`src/rtl/mem_stream_loader.sv`:
```
// Serial-to-memory loader: assembles received bytes MSB-first into 32-bit words,
// writes each nonzero word to consecutive addresses, and echoes every byte.
// A zero word (or reaching MAX_WORDS) ends the load with a terminator word.
module mem_stream_loader #(
  parameter logic [31:0] BASE_ADDR  = 32'h0000_0000,
  parameter logic [31:0] TERMINATOR = 32'hE3A0_F000,
  parameter int unsigned MAX_WORDS  = 256
) (
  input  logic        clk,
  input  logic        reset_n,
  input  logic        start,
  input  logic        rx_valid,
  input  logic [7:0]  rx_data,
  output logic        rx_ready,
  output logic        tx_valid,
  output logic [7:0]  tx_data,
  input  logic        tx_ready,
  output logic [31:0] mem_address,
  output logic        mem_write_en,
  output logic [31:0] mem_write_data,
  output logic        busy,
  output logic        done,
  output logic        overflow,
  output logic [15:0] word_count,
  output logic [31:0] end_addr
);

  typedef enum logic [2:0] {
    StIdle,
    StCollect,
    StWrite,
    StTerm,
    StDone
  } state_e;

  localparam logic [15:0] MaxCount = 16'(MAX_WORDS);

  state_e      state_q, state_d;

  logic [31:0] word_q, word_d;
  logic [31:0] addr_q, addr_d;
  logic [1:0]  byte_cnt_q, byte_cnt_d;
  logic        tx_valid_q, tx_valid_d;
  logic [7:0]  tx_data_q, tx_data_d;
  logic [31:0] mem_address_q, mem_address_d;
  logic [31:0] mem_write_data_q, mem_write_data_d;
  logic        busy_q, busy_d;
  logic        done_q, done_d;
  logic        overflow_q, overflow_d;
  logic [15:0] word_count_q, word_count_d;
  logic [31:0] end_addr_q, end_addr_d;

  logic        accept;
  logic        last_byte;
  logic [31:0] word_next;
  logic        at_max;

  assign accept    = rx_valid && rx_ready;
  assign last_byte = accept && (byte_cnt_q == 2'd3);
  assign word_next = {word_q[23:0], rx_data};
  // Count after the current WRITE state retires its word.
  assign at_max    = (word_count_q + 16'd1) == MaxCount;

  // State register.
  always_ff @(posedge clk or negedge reset_n) begin
    if (!reset_n) begin
      state_q <= StIdle;
    end else begin
      state_q <= state_d;
    end
  end

  // Next-state logic.
  always_comb begin
    state_d = state_q;
    case (state_q)
      StIdle, StDone: begin
        if (start) begin
          state_d = StCollect;
        end
      end
      StCollect: begin
        if (last_byte) begin
          state_d = (word_next == 32'd0) ? StTerm : StWrite;
        end
      end
      StWrite: begin
        state_d = at_max ? StTerm : StCollect;
      end
      StTerm: begin
        state_d = StDone;
      end
      default: begin
        state_d = StIdle;
      end
    endcase
  end

  // Outputs decoded from state; rx_ready also looks at echo-sink readiness so the
  // echo register is always free when a byte is accepted.
  always_comb begin
    rx_ready     = (state_q == StCollect) && (!tx_valid_q || tx_ready);
    mem_write_en = (state_q == StWrite) || (state_q == StTerm);
  end

  // Datapath next-state: word assembly, addressing, echo and status.
  always_comb begin
    word_d           = word_q;
    addr_d           = addr_q;
    byte_cnt_d       = byte_cnt_q;
    tx_valid_d       = tx_valid_q;
    tx_data_d        = tx_data_q;
    mem_address_d    = mem_address_q;
    mem_write_data_d = mem_write_data_q;
    busy_d           = busy_q;
    done_d           = done_q;
    overflow_d       = overflow_q;
    word_count_d     = word_count_q;
    end_addr_d       = end_addr_q;

    // Echo drains in every state.
    if (accept) begin
      tx_valid_d = 1'b1;
      tx_data_d  = rx_data;
    end else if (tx_ready) begin
      tx_valid_d = 1'b0;
    end

    case (state_q)
      StIdle, StDone: begin
        if (start) begin
          addr_d       = BASE_ADDR;
          byte_cnt_d   = 2'd0;
          word_d       = 32'd0;
          word_count_d = 16'd0;
          done_d       = 1'b0;
          overflow_d   = 1'b0;
          busy_d       = 1'b1;
        end
      end
      StCollect: begin
        if (accept) begin
          word_d     = word_next;
          byte_cnt_d = byte_cnt_q + 2'd1;
        end
        // Preload the write bus so it is stable for the whole write cycle.
        if (last_byte) begin
          mem_address_d    = addr_q;
          mem_write_data_d = (word_next == 32'd0) ? TERMINATOR : word_next;
        end
      end
      StWrite: begin
        addr_d       = addr_q + 32'd4;
        word_count_d = word_count_q + 16'd1;
        if (at_max) begin
          overflow_d       = 1'b1;
          mem_address_d    = addr_q + 32'd4;
          mem_write_data_d = TERMINATOR;
        end
      end
      StTerm: begin
        end_addr_d = addr_q + 32'd4;
        busy_d     = 1'b0;
        done_d     = 1'b1;
      end
      default: ;
    endcase
  end

  // Datapath registers.
  always_ff @(posedge clk or negedge reset_n) begin
    if (!reset_n) begin
      word_q           <= 32'd0;
      addr_q           <= 32'd0;
      byte_cnt_q       <= 2'd0;
      tx_valid_q       <= 1'b0;
      tx_data_q        <= 8'd0;
      mem_address_q    <= 32'd0;
      mem_write_data_q <= 32'd0;
      busy_q           <= 1'b0;
      done_q           <= 1'b0;
      overflow_q       <= 1'b0;
      word_count_q     <= 16'd0;
      end_addr_q       <= 32'd0;
    end else begin
      word_q           <= word_d;
      addr_q           <= addr_d;
      byte_cnt_q       <= byte_cnt_d;
      tx_valid_q       <= tx_valid_d;
      tx_data_q        <= tx_data_d;
      mem_address_q    <= mem_address_d;
      mem_write_data_q <= mem_write_data_d;
      busy_q           <= busy_d;
      done_q           <= done_d;
      overflow_q       <= overflow_d;
      word_count_q     <= word_count_d;
      end_addr_q       <= end_addr_d;
    end
  end

  assign tx_valid       = tx_valid_q;
  assign tx_data        = tx_data_q;
  assign mem_address    = mem_address_q;
  assign mem_write_data = mem_write_data_q;
  assign busy           = busy_q;
  assign done           = done_q;
  assign overflow       = overflow_q;
  assign word_count     = word_count_q;
  assign end_addr       = end_addr_q;

endmodule
```
`config.mk`:
```
export PLATFORM = sky130hd
export DESIGN_NAME = mem_stream_loader
export DESIGN_NICKNAME = d
export VERILOG_FILES = /design/src/rtl/mem_stream_loader.sv
export SDC_FILE = /design/constraint.sdc
export NUM_CORES = 1
export LEC_CHECK = 0
export ABC_AREA = 1
export CAP_MARGIN = 40
export CORE_MARGIN = 5
export CORE_UTILIZATION = 55
export CTS_CLUSTER_SIZE = 10
export DETAILED_ROUTE_END_ITERATION = 12
export PLACE_DENSITY = 0.79
export SYNTH_ARGS = -nofsm -noshare
export SYNTH_HDL_FRONTEND = slang
export SYNTH_SLANG_ARGS = --single-unit
```
`constraint.sdc`:
```
create_clock -name clk -period 2.7 [get_ports clk]
set_input_delay 0.405 -clock clk [delete_from_list [all_inputs] [get_ports clk]]
set_output_delay 0.405 -clock clk [all_outputs]
set_load 0.005 [all_outputs]
```
==> results_dict.tcl, run 1 <==
set metrics [dict create \
    p_int_mw 5.64 \
    final_cell_mix "nand2_1 (398), dfrtp_1 (179), clkdlybuf4s50_1 (133)" \
    grt_pass1_vias 7451 \
    p_per_area_mw_per_mm2 855 \
    muxShareOfSynthArea_pct 0 \
    final_cells 1378 \
    p_switching_mw 3.32 \
    period_needed_ns 2.56 \
    syn_area_per_cell_um2 8.00 \
    cts_buffers 17 \
    critical_path_buf_inv_count 3 \
    finalPower_mw 8.96 \
    crit_slowest_cell "clkdlybuf4s50_1" \
    worst_path_most_repeated_cell "inv_1" \
    end_kind "output port" \
    synth_top_family_by_area "simple AND/OR/NAND/NOR gates" \
    ys_warn_count 0 \
    tightestPinTransition_ns 0.788 \
    ys_types 32 \
    placedCellCount 1346 \
    synthCells 1053 \
    r2r_cells 14 \
    path_class "reg2out" \
    synth_compound_area_share_pct 6.62 \
    finalSetupViolCount 0 \
    cap_violations 0 \
    grt_pass1_wl_um 37700 \
    switching_share_pct 37.1 \
    fin_tns_setup_ns 0 \
    gp_congestion 0.927 \
    ys_ff_latch 179 \
    crit_family "buffers and inverters" \
    vias 7576 \
    core-area_mm2 0.0151 \
    status "completed" \
    r2r_end "mem_address[22]$_DFFE_PN0P_" \
    antenna_cells_inserted 0 \
    crit-reg2reg-launch "word_count[0]$_DFFE_PN0P_" \
    slew_headroom_pct 47.3 \
    r2r_setup_slack_ns 0.28 \
    layout_commonest_cell "nand2_1" \
    multi_input_area_mm2 0.00336 \
    finalCritPeriodShare_pct 94.9 \
    viasPerCell 5.50 \
    grtUsageTotal_pct 26.2 \
    fp.dieH_um 134 \
    drive_above_1_share_pct 5.21 \
    wire_per_inst_um 16.4 \
    min_path_type "reg2reg" \
    ant_nets 0 \
    synth_adder_area_share_pct 0.594 \
    grt_overflow 0 \
    path_cells "inv_1 > nor3_4 > inv_1 > nand2_1 > clkdlybuf4s50_1" \
    cts_tree "done" \
    drv_slew 0 \
    start_util_pct 55.8 \
    skew_ns 0.00819 \
    start_kind "register" \
    clockBufferDepth 2 \
    antenna_found_initial 0 \
    seq_power_share_pct 40.1 \
    clock_latency_ns 0.44 \
    vdd_ir_drop_max_v 0.000664 \
    ios 139 \
    clock.fmax_mhz 390 \
    drt_iter0_drc 778 \
    cts.clk_slew.worst_paths_ns 0.07 \
    hold_depth 2 \
    yosys.area_share.simple_pct 29.7 \
    synth_xor_area_share_pct 2.60 \
    cpPeakStageDelay_ns 0.51 \
    regArea_mm2 0.00448 \
    timing_hold_violations_final 0 \
    power_frac_clock_pct 25.5 \
    placed_area_mm2 0.00992 \
    cp.required_ns 2.30 \
    drc 0 \
    dp_hpwl_um 15700 \
    final_area_mm2 0.0105 \
    cp_max_fo 11 \
    cts_root_buf "clkbuf_16" \
    cellLeakagePower_nw 5.09 \
    drt_pre_antenna_iters 7 \
    syn_to_final_growth_pct 24.3 \
    cts.sinks 179 \
    dieArea_mm2 0.0179 \
    num-nets-final 1195 \
    min_to "mem_address[9]$_DFFE_PN0P_" \
    drt_wl_total_um 22600 \
    rsz0062_at_grt "false" \
    synth.cell_area_mm2 0.00843 \
    grt_max_degree 68 \
    htree_levels 4 \
    dieWidth_um 134 \
    hold_start "mem_address[9]$_DFFE_PN0P_" \
    power_frac_comb_pct 34.3 \
    crit_arrival_ns 2.16 \
    portBuffers 134 \
    ys_seq_area_share_pct 53.2 \
    fillers 1191 \
    cts_setup_buffers 0 \
    fp-row-count 45 \
]
[cells by family after synthesis]
kind of cell	count (synthesis)
and+or+nand+nor	596
DFF	179
buffers and inverters	144
AOI/OAI and AO/OA	104
xor gates and xnor gates	25
adders and majority gates	4
other	1
[synth_stat cells, drive strengths merged]
cell type    n  area share [%]
a21oi        3            0.22
a31oi        3            0.22
buf         23             1.9
clkbuf      26             1.2
clkinv       1           0.045
conb         1           0.045
dfrtp      179              53
ha           4            0.59
inv         94             4.2
nand2      400              18
nand3       72             4.3
nand4       36             2.7
nor2        63             3.1
nor3        23             1.6
nor4         1           0.074
o21ai       77             4.6
o221ai       1            0.10
o22ai       19             1.4
o31ai        1           0.089
or2          1           0.074
xor2        25             2.6
[how the worst max path moves through the flow]
| stage | startpoint | endpoint | cells past startpoint |
|---|---|---|---|
| global placement | word_count[0]$_DFFE_PN0P_ | mem_address[12]$_DFFE_PN0P_ | 14 |
| finish | state_q[1]$_DFFE_PN0P_ | mem_write_en | 5 |
| global route | state_q[1]$_DFFE_PN0P_ | mem_write_en | 5 |
| CTS | state_q[1]$_DFFE_PN0P_ | mem_write_en | 5 |
| floorplan | word_count[0]$_DFFE_PN0P_ | mem_write_data[0]$_DFFE_PN0P_ | 13 |
| detailed placement | word_count[0]$_DFFE_PN0P_ | mem_address[26]$_DFFE_PN0P_ | 14 |
[state kept, by name, indices dropped and copies added (netlist names), 2 cells and up]
name            flops
tx_data             8
mem_write_data     32
addr_q             30
end_addr           30
word_count         16
mem_address        30
word_q             24
state_q             3
byte_cnt_q          2
[area by class of cell]
type | count | share of cell area [%]
Timing Repair Buffer | 152 | 14.4
Tap cell | 188 | 2.25
Sequential cell | 179 | 42.8
Multi-Input combinational cell | 733 | 32.1
Inverter | 95 | 3.40
Clock inverter | 13 | 0.991
Clock buffer | 18 | 4.10
[metal layers]
layer | vias to the layer above | wire, um | track usage, %
li1 | 3624 | - | -
met1 | 3652 | 9960 | 35.7
met2 | 262 | 10700 | 41.4
met3 | 38 | 1320 | 6.30
met4 | 0 | 595 | 9.03
met5 | - | 0 | 0
[through the flow]
stage | utilization (%) | hold WS (ns) | worst slack, ns
after floorplan | - | 0.109 | 0.776
after CTS | 69.3 | 0.474 | 0.147
after global routing | 69.4 | 0.488 | 0.0243
after detailed placement | 65.7 | 0.453 | 0.241
after global placement | 65.7 | 0.450 | 0.376
final | 69.4 | 0.474 | 0.139
[worst min-delay path: cells and delay by family (launching register included)]
kind	cells	cell delay, ns
flip-flops	1	0.34
AND/OR/NAND/NOR	2	0.10
[repair_timing]
action                                  CTS  global route
endpoints found under the setup margin    0            61
resized for setup                         0             2
endpoints found under the hold margin    21             0
hold buffers                              1             0
[power by group through the flow]
| stage | Sequential [mW] | Combinational (mW) | Clock (mW) |
|---|---|---|---|
| after floorplan | 3.60 | 1.77 | 0 |
| after global placement | 3.62 | 2.98 | 0 |
| after detailed placement | 3.64 | 3.03 | 0 |
| after CTS | 3.59 | 3.05 | 2.31 |
| after global routing | 3.67 | 3.40 | 2.43 |
| final | 3.60 | 3.08 | 2.29 |
(Power assumes the default switching activity.)
==> inputs of run 2 (changes only) <==
--- a/config.mk
+++ b/config.mk
@@ -6,12 +6,12 @@
 export NUM_CORES = 1
 export LEC_CHECK = 0
 export ABC_AREA = 1
+export ABC_CLOCK_PERIOD_IN_PS = 2700
 export CAP_MARGIN = 40
-export CORE_MARGIN = 5
 export CORE_UTILIZATION = 55
 export CTS_CLUSTER_SIZE = 10
 export DETAILED_ROUTE_END_ITERATION = 12
-export PLACE_DENSITY = 0.79
+export PLACE_DENSITY_LB_ADDON = 0.1
 export SYNTH_ARGS = -nofsm -noshare
 export SYNTH_HDL_FRONTEND = slang
 export SYNTH_SLANG_ARGS = --single-unit
==> run 2 against run 1 <==
Against the previous run:
- fmax rose by 6.1%
- design area rose by 0.35%
- global-route usage is 2.1 points higher
- clock-buffer cell count increased by 5
- sequential share of layout area decreased by 0.15 points
- critical path depth rose by 7
- final cell count down 0.15%
- clock power fell by 2%
- highest routed layer unchanged
- non-clock buffer count rose by 1
==> results_dict.tcl, run 2 (same netlist as run 1, synthesis figures left out) <==
set metrics [dict create \
    grt_overflow 0 \
    cellLeakagePower_nw 5.11 \
    cts.sinks 179 \
    tightestPinTransition_ns 0.601 \
    grt_pass1_wl_um 35000 \
    fillers 1236 \
    fp.dieH_um 126 \
    portBuffers 134 \
    vias 7484 \
    antenna_found_initial 0 \
    skew_ns 0.00798 \
    antenna_cells_inserted 0 \
    finalSetupViolCount 0 \
    num-nets-final 1197 \
    path_class "reg2reg" \
    ios 139 \
    finalCritPeriodShare_pct 89.4 \
    slew_headroom_pct 59.9 \
    dpl_worst_slack_ns 0.202 \
    end_kind "register" \
    wire_per_inst_um 15.5 \
    timing_hold_violations_final 0 \
    grtUsageTotal_pct 28.3 \
    layout_commonest_cell "nand2_1" \
    cts.clk_slew.worst_paths_ns 0.06 \
    dieWidth_um 126 \
    dp_hpwl_um 14500 \
    cts_root_buf "clkbuf_16" \
    fin_tns_setup_ns 0 \
    htree_levels 4 \
    clockBufferDepth 2 \
    vdd_ir_drop_max_v 0.000615 \
    final_util_pct 71.2 \
    cp_max_fo 32 \
    ant_nets 0 \
    drive_above_1_share_pct 5.20 \
    final_cell_mix "nand2_1 (398), dfrtp_1 (179), clkdlybuf4s50_1 (133)" \
    clock_latency_ns 0.43 \
    crit_arrival_ns 2.73 \
    dieArea_mm2 0.0158 \
    drv_slew 0 \
    grt_max_degree 64 \
    min_path_type "reg2reg" \
    status "completed" \
    period_needed_ns 2.41 \
    start_util_pct 57.1 \
    rsz0062_at_grt "false" \
    grt_pass1_vias 7247 \
    fp-row-count 44 \
    cts_setup_buffers 0 \
    start_kind "register" \
    p_per_area_mw_per_mm2 857 \
    largest_register_ffs 32 \
    drt_iter0_drc 609 \
    drt_wl_total_um 21400 \
    gp_congestion 0.895 \
    syn_to_final_growth_pct 24.8 \
    drc 0 \
    cts_buffers 17 \
    cap_violations 0 \
    core-area_mm2 0.0148 \
    cts_tree "done" \
    cp.required_ns 3.01 \
    finalWorstSetupSlack_ns 0.285 \
    viasPerCell 5.44 \
    drt_pre_antenna_iters 5 \
    clock.fmax_mhz 414 \
]
==> run 2: cell types whose count changed in the layout (fill, tap and decap cells not counted), sizes merged <==
cell      before  now
clkinvlp       2    3
nand2        400  401
buf           18   19
clkinv         7    6
inv           99   94
clkbuf        18   23
==> run 2: report_power, final <==
part / leakage [nW] / internal, mW / total [mW] / switching, mW
Combinational: 2.41 / 1.26 / 3.16 / 1.90
Clock: 0.255 / 1.24 / 2.25 / 1.01
Sequential: 2.44 / 3.24 / 3.59 / 0.352
==> run 2: routing by layer <==
layer	wire [um]	vias up	part of all wire [%]	global-route usage, %
li1	-	3615	-	-
met1	9210	3599	43	37.2
met2	10500	238	49	47.1
met3	1260	32	5.9	5.86
met4	365	0	1.7	9.00
met5	0	-	0	0
==> run 2: path summary, 6_finish.rpt <==
path                                               start                            end  slack [ns]  cells past startpoint
hold reg to reg            mem_write_data[1]$_DFFE_PN0P_  mem_write_data[1]$_DFFE_PN0P_        0.47                      2
min in group asynchronous                        reset_n         addr_q[16]$_DFFE_PN0P_        0.52                      2
setup reg to reg               word_count[0]$_DFFE_PN0P_     mem_address[5]$_DFFE_PN0P_        0.29                     12
max in group asynchronous                        reset_n          addr_q[8]$_DFFE_PN0P_        1.45                      3
hold / removal             mem_write_data[1]$_DFFE_PN0P_  mem_write_data[1]$_DFFE_PN0P_        0.47                      2
setup / recovery               word_count[0]$_DFFE_PN0P_     mem_address[5]$_DFFE_PN0P_        0.29                     12
==> run 2: layout make-up <==
type	instances	area, um2	share of cell area [%]
Clock buffer	23	478	4.55
Clock inverter	8	55.1	0.524
Inverter	95	357	3.39
Multi-Input combinational cell	734	3390	32.2
Sequential cell	179	4480	42.6
Tap cell	184	230	2.19
Timing Repair Buffer	153	1530	14.5
==> run 2: timing repair <==
item / CTS / global route
endpoints found under the hold margin: 59 / 0
resized for setup: 0 / 6
hold buffers: 1 / 0
setup endpoints to repair: 0 / 63
==> run 2: per-stage QoR <==
step | area, um2 | hold slack (ns) | cells | power, mW
after floorplan | 8440 | 0.109 | 1056 | 5.37
after global placement | 9920 | 0.429 | 1343 | 6.61
after detailed placement | 9920 | 0.432 | 1343 | 6.66
after CTS | 10500 | 0.478 | 1375 | 8.93
after global routing | 10500 | 0.498 | 1376 | 9.57
final | 10500 | 0.473 | 1376 | 9.00
==> run 2: worst max-delay path, stage by stage (launching register included) <==
cell     delay (ns)
dfrtp_1        0.41
ha_1           0.27
nand3_1        0.16
nor2_1         0.21
nand3_1        0.11
nand2_1        0.09
nand2_1        0.07
nor3_1         0.18
nand3_1        0.17
nand2_4        0.21
nand2_8        0.19
nand2_1        0.14
nand2_1        0.06
==> inputs of run 3 (changes only) <==
--- a/config.mk
+++ b/config.mk
@@ -8,10 +8,13 @@
 export ABC_AREA = 1
 export ABC_CLOCK_PERIOD_IN_PS = 2700
 export CAP_MARGIN = 40
+export CORE_ASPECT_RATIO = 0.5
 export CORE_UTILIZATION = 55
+export CTS_CLUSTER_DIAMETER = 60
 export CTS_CLUSTER_SIZE = 10
 export DETAILED_ROUTE_END_ITERATION = 12
 export PLACE_DENSITY_LB_ADDON = 0.1
+export REMOVE_ABC_BUFFERS = 1
 export SYNTH_ARGS = -nofsm -noshare
 export SYNTH_HDL_FRONTEND = slang
 export SYNTH_SLANG_ARGS = --single-unit
==> run 3 against run 2 <==
Against the previous run:
- sequential power hardly changed
- register-to-register slack worse by 0.04 ns
- first-iteration DRC count is 5.4% lower
- final cell count is 1.1% higher
- setup slack worse by 0.041 ns
- die area is 0.19% higher
==> results_dict.tcl, run 3 (same netlist as run 1, synthesis figures left out) <==
set metrics [dict create \
    cpPeakStageDelay_ns 0.43 \
    ios 139 \
    skew_ns 0.0163 \
    drt_pre_antenna_iters 5 \
    antenna_cells_inserted 0 \
    slew_headroom_pct 48.7 \
    viasPerCell 5.40 \
    end_kind "register" \
    min_path_type "reg2reg" \
    rsz0062_at_grt "false" \
    cap_violations 0 \
    final_cell_mix "nand2_1 (398), dfrtp_1 (179), clkdlybuf4s50_1 (133)" \
    endpoint "mem_address[24]$_DFFE_PN0P_" \
    cts.sinks 179 \
    grt_max_degree 67 \
    cts_root_buf "clkbuf_16" \
    p_per_area_mw_per_mm2 883 \
    vdd_ir_drop_max_v 0.000592 \
    dieWidth_um 177 \
    cts_buffers 17 \
    wire_per_inst_um 15.4 \
    drt_wl_total_um 21400 \
    cellLeakagePower_nw 5.15 \
    path_class "reg2reg" \
    drv_slew 0 \
    start_kind "register" \
    clock.fmax_mhz 407 \
    regArea_mm2 0.00448 \
    crit_cells 12 \
    r2r_setup_slack_ns 0.24 \
    crit_slowest_cell "dfrtp_1" \
    dieArea_mm2 0.0158 \
    clock_latency_ns 0.44 \
    cts_tree "done" \
    worst_path_most_repeated_cell "nand2_1" \
    path_cells "ha_2 > nand3_1 > nor2_1 > nand3_1 > nand2_1 > nand2_1 > nor3_1 > nand3_1 > nand2_2 > nand2_8 > nand2_1 > nand2_1" \
    finalPower_mw 9.36 \
    status "completed" \
    grt_overflow 0 \
    ant_nets 0 \
    num-nets-final 1197 \
    placedCellCount 1358 \
    start_util_pct 57.3 \
    dp_hpwl_um 14600 \
    drive_above_1_share_pct 5.62 \
    multi_input_area_mm2 0.00336 \
    dpl_worst_slack_ns 0.144 \
    layout_commonest_cell "nand2_1" \
    final_cells 1391 \
    syn_to_final_growth_pct 25.7 \
    cp.required_ns 3.02 \
    tightestPinTransition_ns 0.767 \
    fin_tns_setup_ns 0 \
    grt_pass1_vias 7275 \
    grtUsageTotal_pct 28.7 \
    cts.clk_slew.worst_paths_ns 0.07 \
    crit_family "simple AND/OR/NAND/NOR gates" \
    portBuffers 134 \
    antenna_found_initial 0 \
    final_area_mm2 0.0106 \
    htree_levels 4 \
    gp_congestion 0.899 \
    fillers 1157 \
    grt_pass1_wl_um 35400 \
    finalWorstSetupSlack_ns 0.245 \
    crit-reg2reg-launch "word_count[0]$_DFFE_PN0P_" \
    period_needed_ns 2.46 \
    r2r_cells 12 \
    drt_iter0_drc 576 \
    clockBufferDepth 2 \
    placed_area_mm2 0.00993 \
    finalSetupViolCount 0 \
    drc 0 \
    r2r_end "mem_address[24]$_DFFE_PN0P_" \
    vias 7506 \
    core-area_mm2 0.0147 \
    cp_max_fo 63 \
    crit_arrival_ns 2.77 \
    largest_register_ffs 32 \
    fp.dieH_um 89.5 \
    critical_path_buf_inv_count 0 \
    critPathLaunch "word_count[0]$_DFFE_PN0P_" \
    timing_hold_violations_final 0 \
    fp-row-count 31 \
    finalCritPeriodShare_pct 90.9 \
]
run 3: worst min path at each step:
stage	startpoint	end	cells after the start
3_5_place_dp	reset_n	mem_write_data[2]$_DFFE_PN0P_	1
3_3_place_gp	reset_n	mem_write_data[2]$_DFFE_PN0P_	1
5_1_grt	mem_write_data[24]$_DFFE_PN0P_	mem_write_data[24]$_DFFE_PN0P_	2
2_1_floorplan	reset_n	addr_q[10]$_DFFE_PN0P_	0
4_1_cts	mem_write_data[28]$_DFFE_PN0P_	mem_write_data[28]$_DFFE_PN0P_	2
6_report	mem_write_data[28]$_DFFE_PN0P_	mem_write_data[28]$_DFFE_PN0P_	2
run 3: metrics by stage:
step / hold slack (ns) / utilization, %
after floorplan: 0.109 / -
after global placement: 0.426 / 67.6
after detailed placement: 0.436 / 67.6
after CTS: 0.476 / 72.0
after global routing: 0.490 / 72.1
final: 0.471 / 72.1
run 3: per-layer routing:
layer / vias to the layer above / global-route usage (%) / part of all wire, %
met5: - / 0 / 0
met2: 213 / 47.4 / 47
met4: 0 / 8.31 / 1.4
li1: 3619 / - / -
met3: 31 / 6.85 / 5.8
met1: 3643 / 38.2 / 46
run 3: area by class of cell:
| cell class | count | area share (%) |
|---|---|---|
| clock buffer | 17 | 4.02 |
| clock inverter | 15 | 2.00 |
| inverter | 95 | 3.37 |
| multi-input combinational | 733 | 31.8 |
| sequential | 179 | 42.3 |
| tap | 198 | 2.34 |
| timing repair buffer | 154 | 14.2 |
run 3: report_power, final:
| group | total (mW) | internal (mW) | switching, mW |
|---|---|---|---|
| sequential | 3.58 | 3.24 | 0.348 |
| combinational | 3.11 | 1.22 | 1.89 |
| clock | 2.66 | 1.43 | 1.23 |
run 3: repair_timing:
action                                  in CTS  in global routing
endpoints found under the setup margin       0                 63
setup buffers                                0                  0
resized for setup                            0                  2
hold buffers                                 1                  0
hold endpoints to repair                     6                  0
run 3: worst reg2reg max path, delay by kind of cell, from the launching register on:
family,cells,cell delay [ns]
simple gates,11,1.65
flops,1,0.43
fa+ha+maj,1,0.26
